## src/rtl/enc_16x4_scan.sv

```systemverilog
// enc_16x4_scan: 16-line priority scan encoder with a Valid/Ready handshake.
// A Load in IDLE captures the request lines. The block then presents the
// index of each captured line, lowest first, and retires one line per
// handshake. Optional build macro: ENC_TRISTATE_EN. When it is defined,
// Code floats whenever it carries no valid index.
module enc_16x4_scan (
    input  logic        clk,
    input  logic        rst_n,
    input  logic        En,
    input  logic [15:0] Req,
    input  logic        Load,
    input  logic        Ready,
    output logic        Valid,
    output logic [3:0]  Code,
    output logic        Last,
    output logic        None,
    output logic        Busy
);

    typedef enum logic {IDLE, SCAN} state_t;

    state_t      state_q;
    logic [15:0] pend_q;
    logic [3:0]  code_q;
    logic        last_q;
    logic        none_q;

    // Next-state helpers: the line set left once the current Code is retired.
    logic [15:0] rem_d;
    logic [3:0]  rem_code_d;
    logic        rem_last_d;
    logic [3:0]  cap_code_d;
    logic        cap_last_d;

    // Index of the lowest set bit. The result is 0 when no bit is set.
    function automatic logic [3:0] lowest_idx(input logic [15:0] v);
        lowest_idx = 4'h0;
        for (int i = 15; i >= 0; i--) begin
            if (v[i]) lowest_idx = i[3:0];
        end
    endfunction

    // True when exactly one bit of v is set.
    function automatic logic is_onehot(input logic [15:0] v);
        is_onehot = (v != 16'h0) && ((v & (v - 16'd1)) == 16'h0);
    endfunction

    // Remove the line being handed over and pre-compute the next Code and Last,
    // so Code advances with no bubble.
    always_comb begin
        rem_d      = pend_q & ~(16'h0001 << code_q);
        rem_code_d = lowest_idx(rem_d);
        rem_last_d = is_onehot(rem_d);
        cap_code_d = lowest_idx(Req);
        cap_last_d = is_onehot(Req);
    end

    // Control FSM with registered Code, Last and None. En low freezes everything.
    always_ff @(posedge clk or negedge rst_n) begin
        if (!rst_n) begin
            state_q <= IDLE;
            pend_q  <= 16'h0;
            code_q  <= 4'h0;
            last_q  <= 1'b0;
            none_q  <= 1'b0;
        end else if (En) begin
            none_q <= 1'b0;
            case (state_q)
                IDLE: begin
                    if (Load) begin
                        if (Req != 16'h0) begin
                            pend_q  <= Req;
                            code_q  <= cap_code_d;
                            last_q  <= cap_last_d;
                            state_q <= SCAN;
                        end else begin
                            none_q <= 1'b1;
                        end
                    end
                end
                SCAN: begin
                    // Load is not looked at here, so a Load during a scan is dropped.
                    if (Ready) begin
                        pend_q <= rem_d;
                        code_q <= rem_code_d;
                        last_q <= rem_last_d;
                        if (rem_d == 16'h0) state_q <= IDLE;
                    end
                end
                default: state_q <= IDLE;
            endcase
        end
    end

    // Valid and None are masked by En, so they drop at once while frozen.
    assign Busy  = (state_q == SCAN);
    assign Valid = En && (state_q == SCAN);
    assign Last  = last_q;
    assign None  = none_q && En;

`ifdef ENC_TRISTATE_EN
    // Code floats whenever it carries no valid index.
    assign Code = Valid ? code_q : 4'bzzzz;
`else
    assign Code = code_q;
`endif

endmodule

```

## config.mk

```make
export PLATFORM = sky130hd
export DESIGN_NAME = enc_16x4_scan
export DESIGN_NICKNAME = d
export VERILOG_FILES = /design/src/rtl/enc_16x4_scan.sv
export SDC_FILE = /design/constraint.sdc
export NUM_CORES = 1
export LEC_CHECK = 0
export CAP_MARGIN = 20
export CORE_MARGIN = 8
export CORE_UTILIZATION = 35
export CTS_BUF_LIST = sky130_fd_sc_hd__clkbuf_2
export DETAILED_ROUTE_END_ITERATION = 10
export GPL_ROUTABILITY_DRIVEN = 0
export HOLD_SLACK_MARGIN = 0.12
export PLACE_DENSITY = 0.52
export SLEW_MARGIN = 30
export SYNTH_ARGS = -nofsm -noshare
export SYNTH_HDL_FRONTEND = slang
export SYNTH_SLANG_ARGS = --single-unit
```

## constraint.sdc

```tcl
create_clock -name clk -period 2.8 [get_ports clk]
set_input_delay 0.42 -clock clk [delete_from_list [all_inputs] [get_ports clk]]
set_output_delay 0.42 -clock clk [all_outputs]
set_load 0.005 [all_outputs]
```

==> impl_metrics.env <==
export IMPL_fillers=592
export IMPL_finalInstanceArea_mm2=0.00274
export IMPL_yosysSeqAreaShare=0.274
export IMPL_wl_um=6990
export IMPL_initial_core_util=0.359
export IMPL_track_usage=0.165
export IMPL_first_pass_iters=5
export IMPL_io_buffer_count=28
export IMPL_finalHoldViolations=0
export IMPL_crit_chain="clkdlybuf4s50_1, or4_4, or3_1, or3_4, a211oi_2, nand3_1, nor4_2, o31a_1"
export IMPL_cts_tree="yes"
export IMPL_drive_above_1_share=0.188
export IMPL_htreeDepth=1
export IMPL_synth_top_family_by_area="compound AO/OA/AOI/OAI gates"
export IMPL_multi_input_area_mm2=0.00144
export IMPL_instances_no_fill=399
export IMPL_fmax_mhz=395
export IMPL_ys_seq_elements=23
export IMPL_rsz0062_at_grt="false"
export IMPL_setup_viol=0
export IMPL_die_w_um=93.4
export IMPL_drtIter0Drc=209
export IMPL_synth_mux_area_frac=0.0859
export IMPL_viasPerCell=5.90
export IMPL_syn_to_final_growth_pct=30.5
export IMPL_nNetsFinal=346
export IMPL_seqCellArea_um2=577
export IMPL_numCtsBuffers=3
export IMPL_crit_slowest_cell="or4_4"
export IMPL_final_antenna_net_count=0
export IMPL_hpwl_um=5410
export IMPL_drc=0
export IMPL_grt_overflow=0
export IMPL_status="complete, no violations"
export IMPL_arrival_ns=2.88
export IMPL_synth_compound_area_frac=0.336
export IMPL_critPathKind="primary input to flop"
export IMPL_slew_headroom=0.616
export IMPL_die_h_um=93.4
export IMPL_synthFlopType="dfrtp_1"
export IMPL_end_kind="flop"
export IMPL_p_per_area_mw_per_mm2=925
export IMPL_drv_cap=0
export IMPL_p_leak_uw=0.00111
export IMPL_num_rows=28
export IMPL_fin_skew_ns=0.0290
export IMPL_cp_max_fo=3
export IMPL_slowest_delay_ns=0.54
export IMPL_dieArea_mm2=0.00873
export IMPL_core_region_area_mm2=0.00585
export IMPL_required_ns=3.15
export IMPL_grt_max_degree=26
export IMPL_synth_edf_count=0
export IMPL_yosysWarnings=0
export IMPL_antennaDiodeCount=0
export IMPL_netlist_area_mm2=0.00210
export IMPL_synth_simple_area_share=0.255
export IMPL_pin_count=29
export IMPL_synth_cell_types=56
export IMPL_hp_class="primary input to asynchronous set/reset pin"
export IMPL_finalCritPeriodShare=0.905
export IMPL_dpl_cell_area_mm2=0.00271
export IMPL_wl_per_cell_um=17.5
export IMPL_crit_family="simple AND/OR/NAND/NOR gates"
export IMPL_synth_nets=291
export IMPL_clk_path_buf_depth=2
export IMPL_ys_async_sr_fraction=1.00
export IMPL_cts_root_buf="clkbuf_2"
export IMPL_report_final_slew_viol_count=0
export IMPL_worst_slew_pin_slew_ns=0.572
export IMPL_clock_latency_ns=0.37
export IMPL_critPathBufInv=1
export IMPL_period_needed_ns=2.53
export IMPL_synth_xor_area_frac=0
export IMPL_num_vias=2355
export IMPL_grt_pass1_vias=2387
export IMPL_grt_pass1_wl_um=11700
export IMPL_postCtsSetupBuffers=0
export IMPL_netlist_instances=270
export IMPL_synth_fa_ha_area_frac=0.00477
export IMPL_clkSinkCount=23
export IMPL_clkTransAtPathRegs_ns=0.27
export IMPL_placedCellCount=395
export IMPL_ir_worst_vdd_mv=0.348
export IMPL_synth_avg_cell_area_um2=7.77
export IMPL_cp_start_kind="primary input"
export IMPL_antenna_found_initial=0
-- layout by cell type (no fill, tap or decap), types with 4 or more instances in the layout --
cell / instances
o21ai_1: 5
dfrtp_1: 22
nand3_1: 7
or3_1: 4
o21ai_0: 36
a31oi_1: 4
nor2_1: 21
mux2_2: 8
mux2i_1: 9
o21a_1: 6
clkdlybuf4s50_1: 28
a21oi_1: 14
o31ai_1: 5
buf_4: 38
nand2b_1: 9
inv_1: 7
nand2_1: 25
clkbuf_2: 4
a22o_1: 5
or4_1: 4
-- kinds of logic after synthesis --
| group | Yosys count |
|---|---|
| and+or+nand+nor | 99 |
| buffers and inverters | 24 |
| muxes | 17 |
| adders and majority gates | 1 |
| AOI/OAI and AO/OA | 106 |
| DFF | 23 |
-- state kept, by name, summed over array words and instances (netlist names) --
signal / cells
pend_q: 16
Code: 4
Busy: 1
Last: 1
none_q: 1
-- power breakdown --
group / internal, µW / leakage, µW / total, µW / switching [µW]
clock: 37.6 / 0.0000166 / 156 / 119
sequential: 463 / 0.000294 / 669 / 206
combinational: 829 / 0.000801 / 1710 / 879
total: 1330 / 0.00111 / 2530 / 1200
-- routing by layer --
layer | wire length (µm) | GRT usage
met5 | 0 | 0
met1 | 3290 | 0.230
met2 | 3250 | 0.265
met3 | 360 | 0.0128
met4 | 95 | 0.0470
-- cell usage after synthesis (all sizes together), types with 2 or more instances --
master   n  share of area
a21o     2         0.0072
inv      7          0.013
and2     2         0.0060
dfrtp   23           0.27
nor3b    2         0.0072
o21a     6          0.021
a21oi   14          0.033
o31a     3          0.013
mux2     8          0.043
or3      5          0.017
nand2   25          0.045
or4      5          0.020
a22o     5          0.021
nand3b   2         0.0072
a22oi    2         0.0072
nor3     2         0.0048
o32ai    4          0.026
nand3    7          0.017
o31ai    5          0.018
nand4b   3          0.013
o21bai   2         0.0072
nor2    21          0.038
o22ai    3         0.0089
buf      3         0.0066
o211ai   2         0.0072
nor4     5          0.018
nand4    3         0.0089
a31oi    4          0.012
o32a     2         0.0095
a211oi   3          0.013
nand2b   9          0.027
o21ai   41          0.098
clkbuf  14          0.025
mux2i    9          0.043
or2      4          0.012
-- worst register-to-register path, stage by stage (launching register included) --
cell and delay, ns:
dfrtp_2 0.46, buf_4 0.19, mux2_2 0.34, o32ai_1 0.29, o21ai_1 0.21, or4_1 0.54, o211a_1 0.15, nor4_2 0.19
o31a_1 0.17
-- timing repair --
item,4_1_cts,5_1_grt
resized for setup,0,2
endpoints found under the setup margin,0,1
hold buffers,0,0
-- final timing paths --
path                       slack, ns     from  cells after the start         end
max                             0.27   Req[3]                      8        Last
min                             0.36    rst_n                      2  pend_q[13]
max reg2reg                     0.27  Code[0]                      8        Last
min reg2reg                     0.55   none_q                      2      none_q
max in group asynchronous       2.15    rst_n                      2     Code[0]
min in group clk                0.55   none_q                      2      none_q
-- through the flow --
stage	power [µW]	hold slack, ns	util	setup TNS [ns]	setup slack, ns
floorplan	1690	0.124	-	0	0.243
global placement	2340	0.488	0.463	-0.116	-0.116
detailed placement	2350	0.482	0.463	-0.156	-0.156
CTS	2510	0.366	0.467	0	0.107
global route	2750	0.370	0.468	0	0.00219
finish	2530	0.357	0.468	0	0.266
-- layout make-up --
cell class	instances	area share
clock buffer	4	0.00731
inverter	7	0.00959
multi-input combinational	223	0.524
sequential	23	0.211
tap	75	0.0343
timing repair buffer	67	0.214
Power figures use the tool's default switching activity.
